===== config.mk =====
export PLATFORM = sky130hd
export DESIGN_NAME = hack_cpu_sequencer_flat
export DESIGN_NICKNAME = d
export VERILOG_FILES = /design/src/rtl/hack_cpu_sequencer_pkg.sv /design/src/rtl/hack_cpu_sequencer_if.sv /design/src/rtl/hack_cpu_sequencer_jump_eval.sv /design/src/rtl/hack_cpu_sequencer.sv /design/src/flat_wrapper.sv
export SDC_FILE = /design/constraint.sdc
export NUM_CORES = 1
export LEC_CHECK = 0
export ABC_AREA = 0
export CAP_MARGIN = 20
export CORE_ASPECT_RATIO = 1.5
export CORE_MARGIN = 10
export CORE_UTILIZATION = 39
export DETAILED_ROUTE_END_ITERATION = 7
export GPL_TIMING_DRIVEN = 0
export HOLD_SLACK_MARGIN = 0.03
export PLACE_DENSITY = 0.79
export SLEW_MARGIN = 20
export SYNTH_ARGS = -nofsm -noshare
export SYNTH_HDL_FRONTEND = slang
export SYNTH_SLANG_ARGS = --single-unit

===== constraint.sdc =====
create_clock -name clk -period 2.3 [get_ports clk]
set_clock_uncertainty 0.15 [all_clocks]
set_input_delay 0.46 -clock clk [delete_from_list [all_inputs] [get_ports clk]]
set_output_delay 0.46 -clock clk [all_outputs]
set_load 0.01 [all_outputs]

===== src/rtl/hack_cpu_sequencer_pkg.sv =====
// Shared definitions for the Hack CPU sequencer: FSM state encoding and
// instruction-register field positions.
package hack_cpu_sequencer_pkg;

  typedef enum logic [1:0] {
    ST_IDLE    = 2'd0,
    ST_FETCH   = 2'd1,
    ST_DECODE  = 2'd2,
    ST_EXECUTE = 2'd3
  } state_t;

  localparam int IS_C    = 15;
  localparam int SEL_Y   = 12;
  localparam int COMP_HI = 11;
  localparam int COMP_LO = 6;
  localparam int DEST_A  = 5;
  localparam int DEST_D  = 4;
  localparam int DEST_M  = 3;
  localparam int JUMP_HI = 2;
  localparam int JUMP_LO = 0;

  function automatic logic [5:0] comp_field(input logic [15:0] instr);
    return instr[COMP_HI:COMP_LO];
  endfunction

endpackage


===== src/rtl/hack_cpu_sequencer_if.sv =====
// Program-ROM fetch handshake between the sequencer (master) and the ROM (slave).
interface hack_cpu_sequencer_if #(
  parameter int PC_W = 15
) ();

  logic            rom_req;
  logic [PC_W-1:0] rom_addr;
  logic            rom_ack;
  logic [15:0]     rom_data;

  modport master (
    output rom_req,
    output rom_addr,
    input  rom_ack,
    input  rom_data
  );

  modport slave (
    input  rom_req,
    input  rom_addr,
    output rom_ack,
    output rom_data
  );

endinterface


===== src/rtl/hack_cpu_sequencer_jump_eval.sv =====
// Combinational Hack jump decision: lt/eq/gt bits against the ALU sign and zero flags.
module hack_jump_eval (
  input  logic [2:0] jump,
  input  logic       zr,
  input  logic       ng,
  output logic       taken
);

  assign taken = (jump[2] & ng) | (jump[1] & zr) | (jump[0] & ~ng & ~zr);

endmodule


===== src/rtl/hack_cpu_sequencer.sv =====
// Multi-cycle fetch/decode/execute controller for the Hack CPU: owns PC and IR,
// fetches from program ROM over a req/ack handshake and drives datapath controls.
module hack_cpu_sequencer
  import hack_cpu_sequencer_pkg::*;
#(
  parameter int          PC_W         = 15,
  parameter int unsigned RESET_VECTOR = 0,
  parameter int          CNT_W        = 16
) (
  input  logic                 clk,
  input  logic                 rst_n,
  input  logic                 run,
  input  logic                 step,
  hack_cpu_sequencer_if.master rom,
  input  logic [PC_W-1:0]      a_val,
  input  logic                 alu_zr,
  input  logic                 alu_ng,
  output logic [5:0]           alu_ctrl,
  output logic                 sel_a,
  output logic                 sel_y,
  output logic                 load_a,
  output logic                 load_d,
  output logic                 write_m,
  output logic [PC_W-1:0]      pc,
  output logic [15:0]          ir,
  output logic [1:0]           state,
  output logic [CNT_W-1:0]     instr_count
);

  state_t cur_state;
  state_t nxt_state;
  logic   jump_taken;

  hack_jump_eval u_jump_eval (
    .jump  (ir[JUMP_HI:JUMP_LO]),
    .zr    (alu_zr),
    .ng    (alu_ng),
    .taken (jump_taken)
  );

  always_ff @(posedge clk) begin
    if (!rst_n) begin
      cur_state <= ST_IDLE;
    end else begin
      cur_state <= nxt_state;
    end
  end

  always_comb begin
    nxt_state = cur_state;
    case (cur_state)
      ST_IDLE:    if (run || step) nxt_state = ST_FETCH;
      ST_FETCH:   if (rom.rom_ack) nxt_state = ST_DECODE;
      ST_DECODE:  nxt_state = ST_EXECUTE;
      ST_EXECUTE: nxt_state = run ? ST_FETCH : ST_IDLE;
      default:    nxt_state = ST_IDLE;
    endcase
  end

  // Datapath controls follow IR from DECODE on so the ALU flags settle a cycle
  // before EXECUTE; the load/write strobes are confined to EXECUTE.
  always_comb begin
    rom.rom_req = 1'b0;
    alu_ctrl    = 6'd0;
    sel_a       = 1'b0;
    sel_y       = 1'b0;
    load_a      = 1'b0;
    load_d      = 1'b0;
    write_m     = 1'b0;
    case (cur_state)
      ST_FETCH: rom.rom_req = 1'b1;
      ST_DECODE: begin
        alu_ctrl = comp_field(ir);
        sel_a    = ir[IS_C];
        sel_y    = ir[SEL_Y];
      end
      ST_EXECUTE: begin
        alu_ctrl = comp_field(ir);
        sel_a    = ir[IS_C];
        sel_y    = ir[SEL_Y];
        load_a   = ~ir[IS_C] | ir[DEST_A];
        load_d   = ir[IS_C] & ir[DEST_D];
        write_m  = ir[IS_C] & ir[DEST_M];
      end
      default: ;
    endcase
  end

  // a_val is the A register before this EXECUTE's own load takes effect.
  always_ff @(posedge clk) begin
    if (!rst_n) begin
      pc          <= PC_W'(RESET_VECTOR);
      ir          <= 16'd0;
      instr_count <= '0;
    end else begin
      if (cur_state == ST_FETCH && rom.rom_ack) begin
        ir <= rom.rom_data;
      end
      if (cur_state == ST_EXECUTE) begin
        instr_count <= instr_count + CNT_W'(1);
        pc          <= (ir[IS_C] && jump_taken) ? a_val : pc + PC_W'(1);
      end
    end
  end

  assign rom.rom_addr = pc;
  assign state        = cur_state;

endmodule

===== src/flat_wrapper.sv =====
// flat-port wrapper written by rule: the top's interface ports become plain ports
module hack_cpu_sequencer_flat import hack_cpu_sequencer_pkg::*;
#(
  parameter int          PC_W         = 15,
  parameter int unsigned RESET_VECTOR = 0,
  parameter int          CNT_W        = 16
)
  (clk, rst_n, run, step, a_val, alu_zr, alu_ng, alu_ctrl, sel_a, sel_y, load_a, load_d, write_m, pc, ir, state, instr_count, rom_rom_req, rom_rom_addr, rom_rom_ack, rom_rom_data);
  hack_cpu_sequencer_if #(.PC_W(PC_W)) rom_i ();
  input  logic clk;
  input  logic rst_n;
  input  logic run;
  input  logic step;
  input  logic [PC_W-1:0] a_val;
  input  logic alu_zr;
  input  logic alu_ng;
  output logic [5:0] alu_ctrl;
  output logic sel_a;
  output logic sel_y;
  output logic load_a;
  output logic load_d;
  output logic write_m;
  output logic [PC_W-1:0] pc;
  output logic [15:0] ir;
  output logic [1:0] state;
  output logic [CNT_W-1:0] instr_count;
  output wire logic [$bits(rom_i.rom_req)-1:0] rom_rom_req;
  output wire logic [$bits(rom_i.rom_addr)-1:0] rom_rom_addr;
  input wire logic [$bits(rom_i.rom_ack)-1:0] rom_rom_ack;
  input wire logic [$bits(rom_i.rom_data)-1:0] rom_rom_data;
  assign rom_rom_req = rom_i.rom_req;
  assign rom_rom_addr = rom_i.rom_addr;
  assign rom_i.rom_ack = rom_rom_ack;
  assign rom_i.rom_data = rom_rom_data;
  hack_cpu_sequencer #(.PC_W(PC_W), .RESET_VECTOR(RESET_VECTOR), .CNT_W(CNT_W)) u_core (.clk(clk), .rst_n(rst_n), .run(run), .step(step), .rom(rom_i), .a_val(a_val), .alu_zr(alu_zr), .alu_ng(alu_ng), .alu_ctrl(alu_ctrl), .sel_a(sel_a), .sel_y(sel_y), .load_a(load_a), .load_d(load_d), .write_m(write_m), .pc(pc), .ir(ir), .state(state), .instr_count(instr_count));
endmodule

# Yosys cells after proc, flatten, opt, wreduce, memory -nomap -nowiden
# Index checks and enable logic that the tools add are counted.
# classes
add_sub_neg,2
n_reduce_logical,6
eq_ne,5
bitwise,12
mux,12
# ops
operator,count
$add A16 B1 Y16 const B,1
$add A15 B1 Y15 const B,1
$mux W15,1
$pmux W2 S4,1
$mux W1,7
$and A1 B1 Y1,6
$mux W6,1
$eq A2 B2 Y1 const B,2
$mux W2,2
$not A1 Y1,3
$or A1 B1 Y1,3
$eq A2 B1 Y1 const B,1
$logic_and A1 B1 Y1,2
$logic_not A2 Y1,1
$ne A2 B1 Y1 const B,1
$ne A2 B2 Y1 const B,1
$reduce_and A2 Y1,1
$reduce_or A2 Y1,1
$logic_or A1 B1 Y1,1
# word_totals
elab_cells,41
register_bits,49
inputBits,38

# Depth between registers and ports, before layout
# Gate-level depths: netlist (run 1).
# logic_depth
word_depth,6
depth_mapped,7
mapped_depth_nobuf,6

# Cells and area by module
# Synthesis (run 1) repeated with hierarchy kept, for this count alone.
# unflattened
cells_unflattened,317
area_unflattened_um2,2552.4
# by_module_without_submodules
module,area_per_inst_um2,seq_area_each_um2,cells_each,n_inst
hack_cpu_sequencer,2534.9,980.9,315,1
hack_jump_eval,17.5,0.0,2,1

# Least setup slack after synthesis (run 1)
# OpenSTA, ideal clock, no wires.
# synth_timing
path_type,input to register
from,input port alu_ng
to,register u_core.pc[8]
slack_ns,0.398
setup_time_ns,0.117
stages,5
required_ns,2.033
arrival_ns,1.634
path_cell_list,a22o_1 -> o21ai_1 -> buf_4 -> mux2_2 -> a32o_1
# synth_via
elab_chain_len,6
word_cells_on_any_way,8
classes_between,mux: 1; bitwise: 6; reduce/logical: 1
# synth_rtl
element,line_no,rtl
"start, declared",flat_wrapper.sv:16,input logic alu_ng;
$not A1 Y1,hack_cpu_sequencer_jump_eval.sv:9,assign taken = (jump[2] & ng) | (jump[1] & zr) | (jump[0] & ~ng & ~zr);
$and A1 B1 Y1 (2 in series),hack_cpu_sequencer_jump_eval.sv:9,
$or A1 B1 Y1 *,hack_cpu_sequencer_jump_eval.sv:9,
$logic_and A1 B1 Y1 *,hack_cpu_sequencer.sv:101,pc <= (ir[IS_C] && jump_taken) ? a_val : pc + PC_W'(1);
$mux W15 *,hack_cpu_sequencer.sv:101,
"end signal, assigned",hack_cpu_sequencer.sv:92,pc <= PC_W'(RESET_VECTOR);
"end signal, assigned",hack_cpu_sequencer.sv:101,
"end, declared",hack_cpu_sequencer.sv:24,"output logic [PC_W-1:0] pc,"
# Every way passes the cells marked *; elsewhere a longest branch is shown, timed or not.
# A chain may end at the register's enable or synchronous reset.

# Worst setup path in the final report (run 1)
# layout_timing
from,"register u_core.cur_state[0], in the netlist u_core.state[0]"
to,output port load_d
# layout_via
elab_chain_len,2
# layout_rtl
element,line_no,rtl
"start, declared",hack_cpu_sequencer.sv:30,state_t cur_state;
"start signal, assigned",hack_cpu_sequencer.sv:45,cur_state <= nxt_state;
$eq A2 B2 Y1,hack_cpu_sequencer.sv:70,case (cur_state)
$mux W1,hack_cpu_sequencer.sv:70,
"end, declared",flat_wrapper.sv:21,output logic load_d;
# No other way between the ends.

==> results of run 1 <==
power by group through the flow:
stage / Sequential (mW) / Clock (mW) / Combinational [mW]
finish: 1.02 / 0.736 / 0.816
global route: 1.03 / 0.775 / 0.896
CTS: 1.02 / 0.741 / 0.816
detailed placement: 1.03 / 0 / 0.757
global placement: 1.02 / 0 / 0.739
floorplan: 1.04 / 0 / 0.347
cell usage after synthesis (3+ instances only):
cell	instances
nor4_1	4
xor2_1	6
nand3_1	12
mux2i_1	9
o22ai_1	3
a21oi_1	26
a221oi_1	3
mux2_2	3
ha_1	7
o21a_1	3
nand2_1	51
clkbuf_1	10
and4_1	3
nor2_1	20
nand4_1	12
xnor2_1	5
inv_1	9
a32o_1	3
o21ai_0	11
buf_4	17
nor3_1	7
a211oi_1	3
dfxtp_1	49
nor2b_1	10
or4_1	3
a31oi_1	4
and3_1	7
timing repair:
action / in CTS / in global routing
endpoints found under the setup margin: 11 / 9
resized for setup: 22 / 5
pin swaps: 1 / 0
buffers inserted: 2 / 1
registers in the layout, summed over array words and instances, names as in the netlist:
signal and cells:
u_core.pc 15, u_core.instr_count 16, u_core.ir 16, u_core.state 2
per-layer routing:
metal,vias to the layer above,share of wire
li1,1372,-
met1,1288,0.38
met2,118,0.54
met3,11,0.070
met4,0,0.015
met5,-,0
cells by family after synthesis:
family	Yosys count	synth area share
mux	12	0.0478
buf+inv	40	0.0860
xor+xnor	11	0.0372
fa+ha+maj	7	0.0338
simple gates	136	0.257
compound gates	66	0.159
flops	49	0.379
worst min-delay path, delay by kind of cell (launching register included):
kind,cells,cell delay (ns)
flip-flops,1,0.32
AND/OR/NAND/NOR,1,0.05
AO/OA/AOI/OAI,1,0.05
stage by stage:
stage	cells	utilization	power [mW]	setup TNS, ns	instance area, µm²
finish	521	0.615	2.57	0	3990
global route	521	0.615	2.70	0	3990
CTS	520	0.613	2.57	0	3980
detailed placement	510	0.588	1.78	-2.96	3810
global placement	510	0.588	1.76	-2.33	3810
floorplan	321	-	1.39	0	2590
worst max path at each step:
stage | start | endpoint | slack (ns)
CTS | u_core.state[1] | load_a | 0.002
floorplan | alu_ng | u_core.pc[8] | 0.40
detailed placement | u_core.state[1] | write_m | -0.35
global placement | u_core.state[1] | load_d | -0.32
global route | u_core.state[0] | sel_a | 0.002
finish | u_core.state[0] | load_d | 0.05
cell usage in the layout, fill, tap and decap left out, types with 3 or more instances in the layout:
master           Yosys  final
clkdlybuf4s50_1      0    102
nand2_1             51     51
dfxtp_1             49     47
a21oi_1             26     26
buf_4               17     21
nor2_1              20     19
nand3_1             12     12
nand4_1             12     12
o21ai_0             11     11
nor2b_1             10     10
dlygate4sd2_1        0     10
mux2i_1              9      9
inv_1                9      8
clkbuf_1            10      8
and3_1               7      7
nor3_1               7      7
ha_1                 7      7
clkbuf_8             0      6
xor2_1               6      6
xnor2_1              5      5
a31oi_1              4      4
nor4_1               4      4
and4_1               3      3
o21a_1               3      3
or4_1                3      3
o22ai_1              3      3
a221oi_1             3      3
mux2_2               3      3
a32o_1               3      3
a211oi_1             3      3
cell type report:
cell class,instances,share of cell area
Buffer,31,0.0514
Clock buffer,5,0.0173
Clock inverter,3,0.0163
Inverter,9,0.00847
Multi-Input combinational cell,232,0.350
Sequential cell,49,0.248
Tap cell,76,0.0238
Timing Repair Buffer,116,0.285
==> results.tsv, run 1 <==
stage	metric	value	unit
clock_network	TritonCTS Buffers	5	
timing	Worst Tran Pin Value	0.594	ns
setup_path	slowest CP cell	dfxtp_4	
synthesis	#FFs+latches synth	49	
setup_path	Largest delay share family, worst path	buffers and inverters	
floorplanning	Boundary Pins	114	
setup_path	reg-to-reg slack, setup	0.29	ns
synthesis	synthesized area	2590	µm²
power	maximum vdd ir drop	0.502	mV
global_route	GRT Total Usage	0.165	
detailed_routing	First-pass DRT Iterations	4	
global_route	largest net degree at the start of global routing	16	
power	Sw Pwr	0.784	mW
clock_network	clock buffer depth	2	
detailed_routing	final wirelength	8.87	mm
clock_network	clk_lat worst skew	0.30	ns
clock_network	H-tree depth	2	
layout	multi-input combinational cell area	1400	µm²
clock_network	CTS tree	yes	
setup_path	Setup crit end kind	output port	
power	internal power	1.79	mW
timing	Final period util	0.977	
synthesis	synth top area cells	dfxtp_1 38%, nand2_1 7.4%, a21oi_1 5.0%, buf_4 4.9%, mux2i_1 3.5%	
place	Placement Setup Slack	-0.350	ns
timing	Hold WS	0.315	ns
global_route	GR Util met3	0.0393	
global_route	first-pass GRT wire length	14.0	mm
layout	P&R area growth vs syn	54.1	%
global_route	initial antenna violation count	0	
detailed_routing	Iteration-0 DRC Markers	173	
setup_path	WP data arrival	1.64	ns
power	pwr dens	645	nW/µm²
floorplanning	row count	36	
floorplanning	Die Width	86.5	µm
setup_path	Critical Path RT	1.69	ns
floorplanning	Initial Util	0.399	
synthesis	area leader, netlist	dfxtp_1	
place	Port Buffers	113	
synthesis	syn avg cell area	8.06	µm²
setup_path	reg2reg path depth	5	
global_route	Most Crowded Layer GR	met2	
power	switch share	0.305	
timing	Period minus WS final	2.25	ns
detailed_routing	vias after detailed routing	2789	
setup_path	Critical Path Stages	5	
synthesis	yosys warns	0	
floorplanning	die area	10400	µm²
setup_path	RR Endpoint	u_core.instr_count[13]	
setup_path	Worst setup SP type	register	
synthesis	EDFF count, synth	0	
global_route	vias in the first global route	2765	
timing	unrepaired setup endpoints after global routing	false	
global_route	grt met2 use	0.302	
detailed_routing	wire length per cell	17.0	µm
synthesis	Async SR Flop Fraction	0	
timing	post-layout worst setup margin	0.0522	ns
timing	# setup viols final	0	
layout	share of post-route cells with drive strength above 1	0.0944	
layout	Fillers	610	
layout	Final nets	489	
place	DPL Wire Length	6.84	mm
job	Max-Cap Viols	0	
clock_network	CTS Hold Bufs	0	
detailed_routing	DR DRC count	0	
setup_path	critical path's largest stage delay	0.37	ns
global_route	M1 GR Usage	0.174	
setup_path	CP Buf/Inv Count	3	
synthesis	syn_nets	366	
clock_network	Clk pin slew, worst setup/hold paths	0.09	ns
power	Clock Power Share	0.286	
detailed_routing	drt via density	5.35	
power	Sequential Power Share	0.397	
clock_network	CTS sink count	49	
timing	Max Fclk	0.445	GHz
power	Lkg Pwr	1.49	nW
detailed_routing	antenna violation net count after detailed routing	0	
floorplanning	Core ar.	6490	µm²
synthesis	post-synthesis cell count	321	
worst_hold_path	min-delay src	u_core.ir[14]	
worst_hold_path	Min-Delay Path Class	register to register	
floorplanning	DIE HEIGHT	120	µm
place	GPL Wtd Cong	0.839	
clock_network	Root Driver	clkbuf_8	
setup_path	CP max FO	10	
layout	FF+latch area	988	µm²
synthesis	ys flop type	dfxtp_1	
setup_path	Reg-to-Reg Start	u_core.state[1]	
synthesis	synth unique cells	43	
timing	Max-Slew Margin vs Limit	0.604	
timing	final hold vios	0	
synthesis	post-synth top area share	0.379	
global_route	gr ovfl total	0	
worst_hold_path	Hold Path Sink	u_core.ir[14]	
timing	Slew Limit Fails	0	
power	Comb pwr share	0.317	
layout	ANT cells	0	
synthesis	register area share after synthesis	0.379	
worst_hold_path	hold path depth	2	
setup_path	critical-path cell list	ha_1 -> buf_4 -> clkbuf_8 -> and3_1 -> dlygate4sd2_1	
setup_path	Crit Path Category	register to output port	
status	status	complete, no violations	
Power figures use the tool's default switching activity.
==> run 2, diff against run 1 <==
CTS_CLUSTER_DIAMETER = 120   (was default)
clock period = 2.27 ns   (was 2.3 ns; I/O delays follow)
==> results.tsv, run 2 (synthesis results as in run 1) <==
stage	metric	value	unit	change
timing	Period minus WS final	2.22	ns	
global_route	initial antenna violation count	0		unchanged
detailed_routing	DRT met1 WL	3.35	mm	+0.36%
layout	post-layout util	0.617		+0.00232
setup_path	WP data arrival	1.61	ns	-0.03 ns
clock_network	Root Driver	clkbuf_8		
place	Port Buffers	113		unchanged
layout	FF+latch area	988	µm²	unchanged
setup_path	slowest CP cell	dfxtp_4		
clock_network	clock buffer depth	2		unchanged
layout	Final nets	489		unchanged
global_route	gr ovfl total	0		unchanged
power	Clock Power Share	0.284		-0.002
timing	Worst Tran Pin Value	0.576	ns	-0.0180 ns
global_route	GRT Total Usage	0.165		+0.000274
timing	unrepaired setup endpoints after global routing	false		
place	DPL Wire Length	6.84	mm	unchanged
timing	final hold vios	0		unchanged
job	Max-Cap Viols	0		unchanged
setup_path	critical path's largest stage delay	0.37	ns	about the same
floorplanning	row count	36		unchanged
layout	ANT cells	0		unchanged
floorplanning	DIE HEIGHT	120	µm	unchanged
detailed_routing	First-pass DRT Iterations	8		+4
detailed_routing	met3 wire length	596	µm	-4.2%
detailed_routing	DR DRC count	0		unchanged
detailed_routing	WL met2	4.78	mm	about the same
layout	fin cells	521		unchanged
clock_network	CTS sink count	49		unchanged
layout	P&R area growth vs syn	54.7	%	
floorplanning	Initial Util	0.399		unchanged
floorplanning	Core ar.	6490	µm²	unchanged
setup_path	Crit path top cell by count	buf_6		
power	Lkg Pwr	1.49	nW	about the same
setup_path	Setup crit end kind	output port		
floorplanning	Die Width	86.5	µm	unchanged
clock_network	H-tree depth	2		unchanged
global_route	vias in the first global route	2774		+0.33%
timing	Slew Limit Fails	0		unchanged
power	switch share	0.305		about the same
setup_path	CP max FO	9		-1
power	Sw Pwr	0.802	mW	+2.3%
setup_path	critical-path cell list	ha_1 -> buf_6 -> nor2_4 -> buf_6 -> nor2b_1 -> dlygate4sd2_1		
global_route	first-pass GRT wire length	14.1	mm	+0.25%
place	DP Cell Count	510		unchanged
layout	multi-input combinational cell area	1400	µm²	+0.18%
setup_path	Critical Path RT	1.67	ns	-0.02 ns
timing	Max Fclk	0.451	GHz	
layout	most frequent cells in the layout	102 x clkdlybuf4s50_1, 51 x nand2_1, 47 x dfxtp_1		
timing	post-layout worst setup margin	0.0530	ns	+0.000849 ns
detailed_routing	final wirelength	8.91	mm	+0.42%
setup_path	Worst setup SP type	register		
setup_path	Crit Path Category	register to output port		
place	GPL Wtd Cong	0.839		unchanged
clock_network	clk_lat worst skew	0.30	ns	about the same
layout	biggest regs	u_core.instr_count x16, u_core.ir x16, u_core.pc x15		
layout	share of post-route cells with drive strength above 1	0.0966		+0.00225
detailed_routing	vias after detailed routing	2828		+1.4%
global_route	largest net degree at the start of global routing	16		unchanged
clock_network	CTS tree	yes		
place	Placement Setup Slack	-0.374	ns	-0.0240 ns
clock_network	Clk pin slew, worst setup/hold paths	0.09	ns	about the same
power	Sequential Power Share	0.393		-0.004
detailed_routing	Iteration-0 DRC Markers	152		-12%
worst_hold_path	Min-Delay Path Class	register to register		
detailed_routing	Max Used Layer	met4		
detailed_routing	antenna violation net count after detailed routing	0		unchanged
timing	Hold WS	0.315	ns	+0.0000970 ns
timing	Setup TNS	0	ns	unchanged
status	status	complete, no violations		
timing	Max-Slew Margin vs Limit	0.616		+0.0120
clock_network	TritonCTS Buffers	5		unchanged
timing	Final period util	0.977		
detailed_routing	wire length per cell	17.1	µm	+0.42%
power	pwr dens	657	nW/µm²	+1.9%
power	maximum vdd ir drop	0.503	mV	+0.31%
floorplanning	Boundary Pins	114		unchanged
power	Comb pwr share	0.323		+0.006
layout	commonest non-fill, non-tap cell in the layout	clkdlybuf4s50_1		
detailed_routing	drt via density	5.43		+1.4%
floorplanning	die area	10400	µm²	unchanged
timing	# setup viols final	0		unchanged
power	internal power	1.83	mW	+2.3%
layout	Fillers	609		-0.16%
clock_network	CTS Hold Bufs	0		unchanged
## run 2: worst paths after layout
| check | start | to | slack (ns) | depth (start not counted) |
|---|---|---|---|---|
| hold / removal | u_core.ir[14] | u_core.ir[14] | 0.31 | 2 |
| setup reg to reg | u_core.state[1] | u_core.instr_count[13] | 0.27 | 5 |
| hold reg to reg | u_core.ir[14] | u_core.ir[14] | 0.31 | 2 |
| setup / recovery | u_core.state[0] | alu_ctrl[1] | 0.05 | 6 |
## run 2: what timing repair did
action,CTS,global route
gates cloned,0,0
gates resized for setup,25,8
buffers inserted,2,1
setup endpoints to repair,11,12
pin swaps,1,0
## run 2: cell type report
cell class | instances | share of cell area
well taps | 76 | 0.0238
clock inverters | 3 | 0.0162
flip-flops and latches | 49 | 0.247
plain buffers | 31 | 0.0522
repair buffers | 116 | 0.286
inverters | 9 | 0.00844
clock buffers | 5 | 0.0172
multi-input cells | 232 | 0.349
## run 2: routing by layer
layer | track usage | vias to the layer above
met2 | 0.302 | 120
met3 | 0.0399 | 21
met4 | 0.0610 | 0
met1 | 0.174 | 1318
met5 | 0 | -
li1 | - | 1369
## run 2: metrics by stage
step | power, mW | cell area [µm²]
2_1_floorplan | 1.41 | 2590
3_3_place_gp | 1.78 | 3810
3_5_place_dp | 1.81 | 3810
4_1_cts | 2.61 | 3980
5_1_grt | 2.77 | 4000
6_report | 2.63 | 4000
## run 2: worst max-delay path: cells and delay by family, from the launching register on
family	cells	cell delay (ns)
fa+ha+maj	1	0.20
buf+inv	3	0.55
flops	1	0.37
simple gates	2	0.19
## run 2: power groups by stage
stage / sequential [mW] / combinational, mW / clock, mW
6_report: 1.03 / 0.849 / 0.748
5_1_grt: 1.05 / 0.933 / 0.785
4_1_cts: 1.03 / 0.829 / 0.751
3_5_place_dp: 1.04 / 0.768 / 0
3_3_place_gp: 1.04 / 0.749 / 0
2_1_floorplan: 1.06 / 0.352 / 0
==> run 3, diff against run 2 <==
CTS_CLUSTER_DIAMETER = 150   (was 120)
==> results of run 3 <==
The final DEF is identical to that of run 2; final timing and power are the same.
